## config.mk

```make
export PLATFORM = sky130hd
export DESIGN_NAME = calc_controller_flat
export DESIGN_NICKNAME = d
export VERILOG_FILES = /design/src/rtl/calc_controller_if.sv /design/src/rtl/calc_controller.sv /design/src/flat_wrapper.sv
export SDC_FILE = /design/constraint.sdc
export NUM_CORES = 1
export LEC_CHECK = 0
export CAP_MARGIN = 20
export CORE_ASPECT_RATIO = 0.8
export CORE_MARGIN = 10
export CORE_UTILIZATION = 40
export CTS_CLUSTER_SIZE = 20
export DETAILED_ROUTE_END_ITERATION = 16
export PLACE_DENSITY = 0.77
export SLEW_MARGIN = 20
export SYNTH_ARGS = -nofsm -noshare
export SYNTH_HDL_FRONTEND = slang
export SYNTH_SLANG_ARGS = --single-unit
```

## constraint.sdc

```tcl
create_clock -name clk_i -period 4.33 [get_ports clk_i]
set_clock_uncertainty 0.05 [all_clocks]
set_input_delay 1.0825 -clock clk_i [delete_from_list [all_inputs] [get_ports clk_i]]
set_output_delay 1.0825 -clock clk_i [all_outputs]
set_load 0.03 [all_outputs]
```

## src/rtl/calc_controller_if.sv

```systemverilog
// Bundle of start/status, operand-memory, adder and result-memory signals around the
// calc controller. master = the controller, slave = the surrounding datapath.
interface calc_controller_if #(
  parameter int unsigned DATA_W = 32,
  parameter int unsigned ADDR_W = 10
);
  logic              start_i;
  logic [ADDR_W-1:0] read_start_addr_i;
  logic [ADDR_W-1:0] read_end_addr_i;
  logic [ADDR_W-1:0] write_start_addr_i;
  logic              rd_en_o;
  logic [ADDR_W-1:0] rd_addr_o;
  logic [DATA_W-1:0] rd_data_i;
  logic [DATA_W-1:0] op_a_o;
  logic [DATA_W-1:0] op_b_o;
  logic [DATA_W-1:0] sum_i;
  logic              wr_en_o;
  logic [ADDR_W-1:0] wr_addr_o;
  logic [DATA_W-1:0] wr_data_o;
  logic              busy_o;
  logic              done_o;
  logic              ovf_o;

  modport master (
    input  start_i, read_start_addr_i, read_end_addr_i, write_start_addr_i, rd_data_i, sum_i,
    output rd_en_o, rd_addr_o, op_a_o, op_b_o, wr_en_o, wr_addr_o, wr_data_o,
    output busy_o, done_o, ovf_o
  );

  modport slave (
    output start_i, read_start_addr_i, read_end_addr_i, write_start_addr_i, rd_data_i, sum_i,
    input  rd_en_o, rd_addr_o, op_a_o, op_b_o, wr_en_o, wr_addr_o, wr_data_o,
    input  busy_o, done_o, ovf_o
  );
endinterface

```

## src/rtl/calc_controller.sv

```systemverilog
// Streams operand pairs from memory through the adder into result memory.
// Optional sticky unsigned-overflow flag: define CALC_OVERFLOW_FLAG_EN.
module calc_controller #(
  parameter int unsigned DATA_W = 32,
  parameter int unsigned ADDR_W = 10
) (
  input logic               clk_i,
  input logic               rst_ni,
  calc_controller_if.master bus
);

  typedef enum logic [2:0] {StIdle, StReadA, StReadB, StCaptureB, StWrite, StDone} state_e;

  localparam logic [ADDR_W:0]   ExtOne   = {{ADDR_W{1'b0}}, 1'b1};
  localparam logic [ADDR_W:0]   ExtThree = {{(ADDR_W-1){1'b0}}, 2'b11};
  localparam logic [ADDR_W-1:0] AddrOne  = {{(ADDR_W-1){1'b0}}, 1'b1};
  localparam logic [ADDR_W-1:0] AddrTwo  = {{(ADDR_W-2){1'b0}}, 2'b10};

  state_e            r_state;
  logic [ADDR_W-1:0] r_rd_ptr;
  logic [ADDR_W-1:0] r_wr_ptr;
  logic [ADDR_W-1:0] r_rd_end;
  logic [DATA_W-1:0] r_op_a;
  logic [DATA_W-1:0] r_op_b;
  logic              r_rd_en;
  logic [ADDR_W-1:0] r_rd_addr;
  logic              r_wr_en;
  logic [ADDR_W-1:0] r_wr_addr;
  logic              r_busy;
  logic              r_done;

  logic w_empty;
  logic w_more;

  // Extra top bit keeps the end compares correct at the top of the address space.
  assign w_empty = {1'b0, bus.read_end_addr_i} < ({1'b0, bus.read_start_addr_i} + ExtOne);
  assign w_more  = ({1'b0, r_rd_ptr} + ExtThree) <= {1'b0, r_rd_end};

`ifdef CALC_OVERFLOW_FLAG_EN
  logic r_ovf;
  assign bus.ovf_o = r_ovf;
`else
  assign bus.ovf_o = 1'b0;
`endif

  // Outputs are registered: each state loads the output values of the state it enters.
  always_ff @(posedge clk_i or negedge rst_ni) begin
    if (!rst_ni) begin
      r_state   <= StIdle;
      r_rd_ptr  <= '0;
      r_wr_ptr  <= '0;
      r_rd_end  <= '0;
      r_op_a    <= '0;
      r_op_b    <= '0;
      r_rd_en   <= 1'b0;
      r_rd_addr <= '0;
      r_wr_en   <= 1'b0;
      r_wr_addr <= '0;
      r_busy    <= 1'b0;
      r_done    <= 1'b0;
`ifdef CALC_OVERFLOW_FLAG_EN
      r_ovf     <= 1'b0;
`endif
    end else begin
      r_rd_en   <= 1'b0;
      r_rd_addr <= '0;
      r_wr_en   <= 1'b0;
      r_wr_addr <= '0;
      r_done    <= 1'b0;
      unique case (r_state)
        StIdle: begin
          if (bus.start_i) begin
            r_rd_ptr <= bus.read_start_addr_i;
            r_wr_ptr <= bus.write_start_addr_i;
            r_rd_end <= bus.read_end_addr_i;
            r_busy   <= 1'b1;
`ifdef CALC_OVERFLOW_FLAG_EN
            r_ovf    <= 1'b0;
`endif
            if (w_empty) begin
              r_state <= StDone;
              r_done  <= 1'b1;
            end else begin
              r_state   <= StReadA;
              r_rd_en   <= 1'b1;
              r_rd_addr <= bus.read_start_addr_i;
            end
          end
        end
        StReadA: begin
          r_state   <= StReadB;
          r_rd_en   <= 1'b1;
          r_rd_addr <= r_rd_ptr + AddrOne;
        end
        StReadB: begin
          r_op_a  <= bus.rd_data_i;
          r_state <= StCaptureB;
        end
        StCaptureB: begin
          r_op_b    <= bus.rd_data_i;
          r_state   <= StWrite;
          r_wr_en   <= 1'b1;
          r_wr_addr <= r_wr_ptr;
        end
        StWrite: begin
`ifdef CALC_OVERFLOW_FLAG_EN
          if (bus.sum_i < r_op_a) r_ovf <= 1'b1;
`endif
          r_rd_ptr <= r_rd_ptr + AddrTwo;
          r_wr_ptr <= r_wr_ptr + AddrOne;
          if (w_more) begin
            r_state   <= StReadA;
            r_rd_en   <= 1'b1;
            r_rd_addr <= r_rd_ptr + AddrTwo;
          end else begin
            r_state <= StDone;
            r_done  <= 1'b1;
          end
        end
        StDone: begin
          r_state <= StIdle;
          r_busy  <= 1'b0;
        end
        default: begin
          r_state <= StIdle;
          r_busy  <= 1'b0;
        end
      endcase
    end
  end

  assign bus.rd_en_o   = r_rd_en;
  assign bus.rd_addr_o = r_rd_addr;
  assign bus.op_a_o    = r_op_a;
  assign bus.op_b_o    = r_op_b;
  assign bus.wr_en_o   = r_wr_en;
  assign bus.wr_addr_o = r_wr_addr;
  assign bus.wr_data_o = r_wr_en ? bus.sum_i : '0;
  assign bus.busy_o    = r_busy;
  assign bus.done_o    = r_done;

endmodule

```

## src/flat_wrapper.sv

```systemverilog
// flat-port wrapper written by rule: the top's interface ports become plain ports
module calc_controller_flat 
#(
  parameter int unsigned DATA_W = 32,
  parameter int unsigned ADDR_W = 10
)
  (clk_i, rst_ni, bus_start_i, bus_read_start_addr_i, bus_read_end_addr_i, bus_write_start_addr_i, bus_rd_data_i, bus_sum_i, bus_rd_en_o, bus_rd_addr_o, bus_op_a_o, bus_op_b_o, bus_wr_en_o, bus_wr_addr_o, bus_wr_data_o, bus_busy_o, bus_done_o, bus_ovf_o);
  calc_controller_if #(.DATA_W(DATA_W), .ADDR_W(ADDR_W)) bus_i ();
  input logic clk_i;
  input logic rst_ni;
  input wire logic [$bits(bus_i.start_i)-1:0] bus_start_i;
  input wire logic [$bits(bus_i.read_start_addr_i)-1:0] bus_read_start_addr_i;
  input wire logic [$bits(bus_i.read_end_addr_i)-1:0] bus_read_end_addr_i;
  input wire logic [$bits(bus_i.write_start_addr_i)-1:0] bus_write_start_addr_i;
  input wire logic [$bits(bus_i.rd_data_i)-1:0] bus_rd_data_i;
  input wire logic [$bits(bus_i.sum_i)-1:0] bus_sum_i;
  output wire logic [$bits(bus_i.rd_en_o)-1:0] bus_rd_en_o;
  output wire logic [$bits(bus_i.rd_addr_o)-1:0] bus_rd_addr_o;
  output wire logic [$bits(bus_i.op_a_o)-1:0] bus_op_a_o;
  output wire logic [$bits(bus_i.op_b_o)-1:0] bus_op_b_o;
  output wire logic [$bits(bus_i.wr_en_o)-1:0] bus_wr_en_o;
  output wire logic [$bits(bus_i.wr_addr_o)-1:0] bus_wr_addr_o;
  output wire logic [$bits(bus_i.wr_data_o)-1:0] bus_wr_data_o;
  output wire logic [$bits(bus_i.busy_o)-1:0] bus_busy_o;
  output wire logic [$bits(bus_i.done_o)-1:0] bus_done_o;
  output wire logic [$bits(bus_i.ovf_o)-1:0] bus_ovf_o;
  assign bus_i.start_i = bus_start_i;
  assign bus_i.read_start_addr_i = bus_read_start_addr_i;
  assign bus_i.read_end_addr_i = bus_read_end_addr_i;
  assign bus_i.write_start_addr_i = bus_write_start_addr_i;
  assign bus_i.rd_data_i = bus_rd_data_i;
  assign bus_i.sum_i = bus_sum_i;
  assign bus_rd_en_o = bus_i.rd_en_o;
  assign bus_rd_addr_o = bus_i.rd_addr_o;
  assign bus_op_a_o = bus_i.op_a_o;
  assign bus_op_b_o = bus_i.op_b_o;
  assign bus_wr_en_o = bus_i.wr_en_o;
  assign bus_wr_addr_o = bus_i.wr_addr_o;
  assign bus_wr_data_o = bus_i.wr_data_o;
  assign bus_busy_o = bus_i.busy_o;
  assign bus_done_o = bus_i.done_o;
  assign bus_ovf_o = bus_i.ovf_o;
  calc_controller #(.DATA_W(DATA_W), .ADDR_W(ADDR_W)) u_core (.clk_i(clk_i), .rst_ni(rst_ni), .bus(bus_i));
endmodule
```

# == Word level (Yosys, flattened, before mapping) ==
# Index checks and enable logic that the tools add are counted.
# classes
n_mux,25
n_lt_le_gt_ge,2
bitwise,1
add_sub_neg,5
eq_ne,5
n_reduce_logical,6
# op_table
cell,count
two-way mux 10 bit,6
case mux 10 bit (2 select lines),2
two-way mux 32 bit,1
case mux 10 bit (3 select lines),1
"adder 10 x 1 -> 10 bit, second input constant",2
case mux 3 bit (5 select lines),1
"adder 10 x 1 -> 11 bit, second input constant",1
"adder 10 x 2 -> 11 bit, second input constant",1
<= comparator 11 x 10 -> 1 bit,1
less-than comparator 10 x 11 -> 1 bit,1
"adder 10 x 2 -> 10 bit, second input constant",1
two-way mux 3 bit,3
two-way mux 1 bit,8
"equality test 3 x 2 -> 1 bit, second input constant",2
AND reduction 2 bit,3
case mux 1 bit (2 select lines),2
OR reduction 4 bit,1
"equality test 3 x 1 -> 1 bit, second input constant",1
"equality test 3 bit, second input constant",1
logical NOT 3 bit,1
case mux 1 bit (3 select lines),1
"!= test 2 bit, second input constant",1
nonzero test 2 bit,1
NOT 1 bit,1
# word_totals
reg_bits,121
elab_cells,56
out_inout_bits,121

# == Logic depth before layout (Yosys ltp) ==
# Gate-level depths: netlist (run 1).
# depth
word_depth,5
depth_mapped,12
mapped_depth_nobuf,11

# == Worst setup path after synthesis (run 1) ==
# Ideal clock, no wire load.
# synth_timing
path_type,input-to-reg
startpoint,input port bus_read_start_addr_i[0]
endpoint,"register u_core.r_rd_addr[4], in the netlist u_core.bus.rd_addr_o[4]"
stages,11
setup_ns,0.126
setup_slack_ns,1.055
required_ns,4.154
arrival_ns,3.098
path_cell_list,ha_1 -> nand2_1 -> nor2_1 -> and3_1 -> xnor2_1 -> ha_1 -> a21o_1 -> a221o_2 -> nand2_1 -> a21oi_4 -> a221o_1
# synth_between
elab_chain_cells,5
# synth_rtl
element,line_no,source
"start, declared",flat_wrapper.sv:12,input wire logic [$bits(bus_i.read_start_addr_i)-1:0] bus_read_start_addr_i;
adder 10 x 1 -> 11 bit,calc_controller.sv:36,"assign w_empty = {1'b0, bus.read_end_addr_i} < ({1'b0, bus.read_start_addr_i} + ExtOne);"
less-than comparator 10 x 11 -> 1 bit,calc_controller.sv:36,
two-way mux 10 bit,calc_controller.sv:80,if (w_empty) begin
two-way mux 10 bit,calc_controller.sv:72,if (bus.start_i) begin
case mux 10 bit (3 select lines),calc_controller.sv:70,unique case (r_state)
"end signal, assigned",calc_controller.sv:86,r_rd_addr <= bus.read_start_addr_i;
"end signal, assigned",calc_controller.sv:93,r_rd_addr <= r_rd_ptr + AddrOne;
"end signal, assigned",calc_controller.sv:114,r_rd_addr <= r_rd_ptr + AddrTwo;
"end, declared",calc_controller.sv:26,logic [ADDR_W-1:0] r_rd_addr;
# No other way between the ends.
# A chain may end at the register's enable or synchronous reset.

# == Worst setup path after layout (run 1) ==
# layout_timing
startpoint,input port bus_read_start_addr_i[1]
endpoint,"register u_core.r_rd_addr[8], in the netlist u_core.bus.rd_addr_o[8]"
# The elaborated chain is that of the path after synthesis.

==> flow_metrics.py, run 1 <==
metrics = {
    "finish": {
        "multi_input_area_um2": 2856,
        "fillers": 1280,
        "diodes": 0,
        "syn_to_final_growth_pct": 46.31,
        "nets": 945,
        "register_area_um2": 3028,
        "layout-drive-gt1-share": 0.1102,
    },
    "detailed_routing": {
        "wl_met3_um": 1891,
        "wl_met1_um": 8103,
        "highest_layer": "met4",
        "via_count": 5274,
        "drcViolationCount": 0,
        "wl_met2_um": 9216,
        "drt-initial-drc-count": 338,
        "ant_nets": 0,
        "wirelength_um": 19520,
        "via_per_inst": 5.150,
        "dr.pass1.iters": 5,
        "wl_per_cell_um": 19.06,
    },
    "synth": {
        "avgSynthCellArea_um2": 10.02,
        "syn_area_um2": 6133,
        "synth_area_leaders": "dfrtp_1 (49%), nand2_1 (8.2%), mux2_2 (5.9%)",
        "ys_seq_elements": 121,
        "ys_warn_count": 0,
        "synth-main-ff-cell": "dfrtp_1",
        "synth_edf_count": 0,
        "async_flop_share": 1.000,
        "synth_most_common_cell": "nand2_1",
        "synth_top_area_cell": "dfrtp_1",
        "ys_types": 53,
        "synth_top_area_frac": 0.4937,
        "postSynthCellCount": 612,
        "yosysSeqAreaShare": 0.4937,
        "synthTopCellsByCount": "nand2_1 (134), dfrtp_1 (121), and2_1 (43)",
        "synth_fp_nets": 735,
    },
    "sta": {
        "slew_headroom": 0.4689,
        "final.period_utilization": 0.8559,
        "final_hold_viol_count": 0,
        "period_needed_ns": 3.706,
        "finalSetupTns_ns": 0,
        "maxSlewViolCount": 0,
        "setup_viol": 0,
        "tightest_slew_ns": 0.7938,
        "fmax_mhz": 269.8,
        "hold_slack_ns": 0.4201,
        "rsz0062_at_grt": "no",
    },
    "worst_setup_path": {
        "cp.arrival_ns": 3.94,
        "cp.depth": 12,
        "r2r_end": "u_core.r_state[2]",
        "worstPathRequired_ns": 4.57,
        "crit_path_start_kind": "input port",
        "regToRegStartpoint": "u_core.r_rd_ptr[5]",
        "r2r_slack_ns": 1.01,
        "slowest_delay_ns": 0.57,
        "worstSetupEndpointType": "flop",
        "crit_slowest_cell": "clkdlybuf4s50_1",
        "worst_path_dominant_cell_family": "compound AO/OA/AOI/OAI gates",
        "ff2ff_path_depth": 10,
        "crit_type": "input port to flop",
        "path_cells": "clkdlybuf4s50_1 > ha_1 > nand2_1 > nor2_1 > and3_1 > xnor2_1 > ha_1 > and3_1 > a221o_2 > nand2_1 > a21oi_4 > a221o_1",
        "crit_fanout": 10,
        "critPathLaunch": "bus_read_start_addr_i[1]",
        "crit_buf_inv": 1,
        "setup.worst_path.end": "u_core.bus.rd_addr_o[8]",
    },
    "job": {
        "drv_cap": 0,
    },
    "power": {
        "power_leakage_nw": 3.908,
        "peakVddDrop_mv": 0.4380,
        "power.density_nw_per_um2": 788.1,
    },
    "place": {
        "gp_congestion": 0.9281,
        "io_buffers": 216,
        "hpwl_um": 14990,
    },
    "clock_network": {
        "cts_resized": 0,
        "htree_levels": 4,
        "cts_hold_buf": 0,
        "cts_made_buffers": 17,
        "cts_root_buf": "clkbuf_16",
        "post-cts-setup-buffer-count": 0,
        "clockBufferDepth": 2,
        "clkSlewWorstSetupHoldPaths_ns": 0.06,
        "cts_tree": "done",
        "clock_latency_ns": 0.41,
        "clkSinkCount": 121,
    },
    "die": {
        "die_x_um": 158.4,
        "io-pin-count": 218,
        "die_h_um": 130.8,
        "rows": 40,
        "coreArea_um2": 15010,
        "initial_core_util": 0.4085,
        "dieArea_um2": 20720,
    },
    "global_route": {
        "grt_pass1_wl_um": 29620,
        "grt_pass1_vias": 5325,
        "grt.overflow.total": 0,
        "gr-usage-all-layers": 0.1844,
        "grt_max_degree": 61,
        "antenna_found_initial": 0,
    },
    "hold_path": {
        "holdPathStages": 2,
        "hold_path.class": "flop to flop",
    },
    "run_status": {
        "status": "finished, final reports clean",
    },
}
kinds of logic (layout without fill, tap and decap cells):
family | count (synthesis) | in the layout | synth area share
AND/OR/NAND/NOR | 272 | 272 | 0.2136
flip-flops | 121 | 121 | 0.4937
AO/OA/AOI/OAI | 81 | 81 | 0.09731
buffers and inverters | 50 | 273 | 0.04161
multiplexers | 32 | 32 | 0.05875
XOR/XNOR | 29 | 29 | 0.04141
adder cells (fa/ha/maj) | 26 | 26 | 0.05304
other | 1 | 1 | 0.0006114
metal layers:
| metal | track usage | up-vias |
|---|---|---|
| li1 | - | 2513 |
| met2 | 0.2925 | 213 |
| met5 | 0 | - |
| met4 | 0.04894 | 0 |
| met3 | 0.06795 | 19 |
| met1 | 0.2332 | 2529 |
where the power goes:
group / internal, W / total (W) / switching [W] / leakage [nW]
Clock: 0.000798 / 0.00135 / 0.000549 / 0.267
Combinational: 0.00154 / 0.00365 / 0.00211 / 2.16
Sequential: 0.00165 / 0.00208 / 0.000426 / 1.48
tightest hold or removal path, delay by kind of cell, from the launching register on:
family           cells  cell delay, ns
DFF                  1            0.34
and+or+nand+nor      2            0.10
flip-flops by register name, summed over array words and instances, names as in the netlist:
register and cells:
u_core.r_wr_ptr 10, u_core.bus.op_b_o 32, u_core.bus.done_o 1, u_core.bus.op_a_o 32, u_core.r_state 3, u_core.r_rd_ptr 10, u_core.bus.rd_addr_o 10, u_core.bus.rd_en_o 1
u_core.bus.wr_addr_o 10, u_core.r_rd_end 10, u_core.bus.wr_en_o 1, u_core.bus.busy_o 1
cell usage in the layout, fill, tap and decap left out, types with 17 or more instances in the layout:
cell type,count
clkbuf_16,17
mux2_2,32
nand2_1,134
o21ai_0,19
nor2_1,38
and2_1,43
a21oi_1,17
dfrtp_1,121
clkdlybuf4s50_1,215
ha_1,26
stage by stage:
step | power [W] | setup WS (ns) | std cells | utilization | instance area (um2)
2_1_floorplan | 0.004301 | 1.055 | 612 | - | 6133
3_3_place_gp | 0.005673 | 0.3026 | 992 | 0.5600 | 8408
3_5_place_dp | 0.005736 | 0.2154 | 992 | 0.5600 | 8408
4_1_cts | 0.007120 | 0.6553 | 1024 | 0.5977 | 8974
5_1_grt | 0.007513 | 0.4067 | 1024 | 0.5977 | 8974
6_report | 0.007072 | 0.6239 | 1024 | 0.5977 | 8974
layout make-up:
class / instances / area share
well taps: 189 / 0.02635
clock inverters: 15 / 0.01562
flip-flops and latches: 121 / 0.3374
repair buffers: 225 / 0.2482
clock buffers: 17 / 0.04741
inverters: 16 / 0.006693
multi-input cells: 441 / 0.3183
worst min-delay path by stage:
stage	start	end	slack [ns]
after floorplan	u_core.r_rd_end[0]	u_core.r_rd_end[0]	0.40
after global placement	u_core.bus.op_b_o[24]	u_core.bus.op_b_o[24]	0.41
after detailed placement	u_core.bus.op_b_o[15]	u_core.bus.op_b_o[15]	0.41
after CTS	u_core.bus.op_b_o[15]	u_core.bus.op_b_o[15]	0.43
after global routing	u_core.bus.op_b_o[1]	u_core.bus.op_b_o[1]	0.44
final	u_core.bus.op_b_o[17]	u_core.bus.op_b_o[17]	0.42
(Power assumes the default switching activity.)
==> run 2, diff against run 1 <==
CORE_MARGIN = 2   (was 10)
CTS_CLUSTER_DIAMETER = 100   (was unset)
==> flow_metrics.py, run 2 (synthesis results as in run 1) <==
metrics = {
    "clock_network": {
        "cts_hold_buf": 0,
        "cts_root_buf": "clkbuf_16",
        "cts_tree": "done",
        "htree_levels": 4,
        "post-cts-setup-buffer-count": 0,
        "clkSlewWorstSetupHoldPaths_ns": 0.06,
        "clock_latency_ns": 0.42,
        "cts_made_buffers": 17,
        "clockBufferDepth": 2,
        "clkSinkCount": 121,
        "cts_resized": 0,
    },
    "finish": {
        "final_common_cell": "clkdlybuf4s50_1",
        "diodes": 0,
        "instances_no_fill": 1023,
        "layout_common_cells": "clkdlybuf4s50_1 (215), nand2_1 (134), dfrtp_1 (121)",
        "layout-drive-gt1-share": 0.1091,
        "nets": 944,
        "syn_to_final_growth_pct": 46.55,
        "fillers": 1277,
    },
    "die": {
        "dieArea_um2": 16350,
        "die_h_um": 114.8,
        "initial_core_util": 0.4085,
        "die_x_um": 142.4,
        "io-pin-count": 218,
        "coreArea_um2": 15010,
        "rows": 40,
    },
    "sta": {
        "slew_headroom": 0.4577,
        "period_needed_ns": 3.747,
        "tightest_slew_ns": 0.8104,
        "final_hold_viol_count": 0,
        "fmax_mhz": 266.9,
        "maxSlewViolCount": 0,
        "rsz0062_at_grt": "no",
        "final.period_utilization": 0.8653,
        "setup_viol": 0,
        "finalSetupTns_ns": 0,
    },
    "power": {
        "power.density_nw_per_um2": 789.7,
        "power_leakage_nw": 3.914,
        "peakVddDrop_mv": 0.4832,
        "p_total_w": 0.007098,
    },
    "place": {
        "numPlacedInstances": 991,
        "io_buffers": 216,
        "hpwl_um": 13010,
        "gp_congestion": 0.9323,
    },
    "worst_setup_path": {
        "cp.arrival_ns": 3.99,
        "crit_fanout": 10,
        "crit_type": "input port to flop",
        "worstPathRequired_ns": 4.57,
        "ff2ff_path_depth": 10,
        "worstSetupEndpointType": "flop",
        "crit_path_start_kind": "input port",
    },
    "detailed_routing": {
        "wl_per_cell_um": 17.27,
        "drt-initial-drc-count": 487,
        "dr.pass1.iters": 5,
        "via_count": 5223,
        "ant_nets": 0,
        "via_per_inst": 5.106,
        "drcViolationCount": 0,
        "wirelength_um": 17670,
    },
    "global_route": {
        "gr-usage-all-layers": 0.2165,
        "grt.overflow.total": 0,
        "grt_pass1_wl_um": 27120,
        "antenna_found_initial": 0,
        "grt_max_degree": 65,
        "grt_pass1_vias": 4928,
    },
    "hold_path": {
        "hold_path.class": "flop to flop",
        "holdPathStages": 2,
    },
    "job": {
        "drv_cap": 0,
    },
    "run_status": {
        "status": "finished, final reports clean",
    },
}
-- run 2: cell types whose count changed in the layout (fill, tap and decap cells not counted) --
| cell | before | now |
|---|---|---|
| clkinv_4 | 2 | 3 |
| clkinv_2 | 2 | 3 |
| buf_4 | 10 | 9 |
| inv_6 | 6 | 2 |
| bufinv_16 | 1 | 2 |
| clkbuf_8 | 0 | 1 |
-- run 2: path summary, 6_finish.rpt --
kind	from	to	slack, ns
max	bus_read_start_addr_i[0]	u_core.bus.rd_addr_o[9]	0.58
max in group asynchronous	rst_ni	u_core.r_state[2]	2.56
min reg2reg	u_core.bus.op_b_o[21]	u_core.bus.op_b_o[21]	0.42
min	u_core.bus.op_b_o[21]	u_core.bus.op_b_o[21]	0.42
max reg2reg	u_core.r_rd_ptr[5]	u_core.r_state[2]	1.00
min in group asynchronous	rst_ni	u_core.bus.op_a_o[14]	0.69
-- run 2: metal layers --
| metal | GRT usage | up-vias | part of all wire |
|---|---|---|---|
| met5 | 0 | - | 0 |
| met4 | 0.07987 | 0 | 0.025 |
| met3 | 0.05873 | 27 | 0.078 |
| met2 | 0.3362 | 215 | 0.46 |
| met1 | 0.2937 | 2472 | 0.44 |
| li1 | - | 2509 | - |
-- run 2: cell type report --
type	count	area, um2	area share
clock buffers	18	439.2	0.04886
inverters	16	60.06	0.006682
repair buffers	224	2220	0.2469
flip-flops and latches	121	3028	0.3369
multi-input cells	441	2856	0.3178
well taps	189	236.5	0.02631
clock inverters	14	148.9	0.01656
-- run 2: critical path, cell delays in order --
cell	delay, ns
clkdlybuf4s50_1	0.57
ha_1	0.26
nand2_1	0.09
nor2_1	0.17
and3_1	0.19
xnor2_1	0.14
ha_1	0.28
a21o_1	0.19
a221o_2	0.37
nand2_1	0.14
a21oi_4	0.12
a221o_1	0.39
-- run 2: power breakdown --
part	total [W]	internal, W	switching, W
Sequential	0.00209	0.00165	0.000436
Clock	0.00140	0.000863	0.000533
Combinational	0.00361	0.00154	0.00208
Total	0.00710	0.00405	0.00304
-- run 2: stage by stage --
step | area [um2] | setup WS, ns | hold slack [ns] | util
finish | 8989 | 0.5834 | 0.4202 | 0.5987
global route | 8989 | 0.4326 | 0.4477 | 0.5987
CTS | 8989 | 0.6156 | 0.4260 | 0.5987
detailed placement | 8401 | 0.1623 | 0.4121 | 0.5595
global placement | 8401 | 0.2815 | 0.4061 | 0.5595
floorplan | 6133 | 1.055 | 0.4023 | -
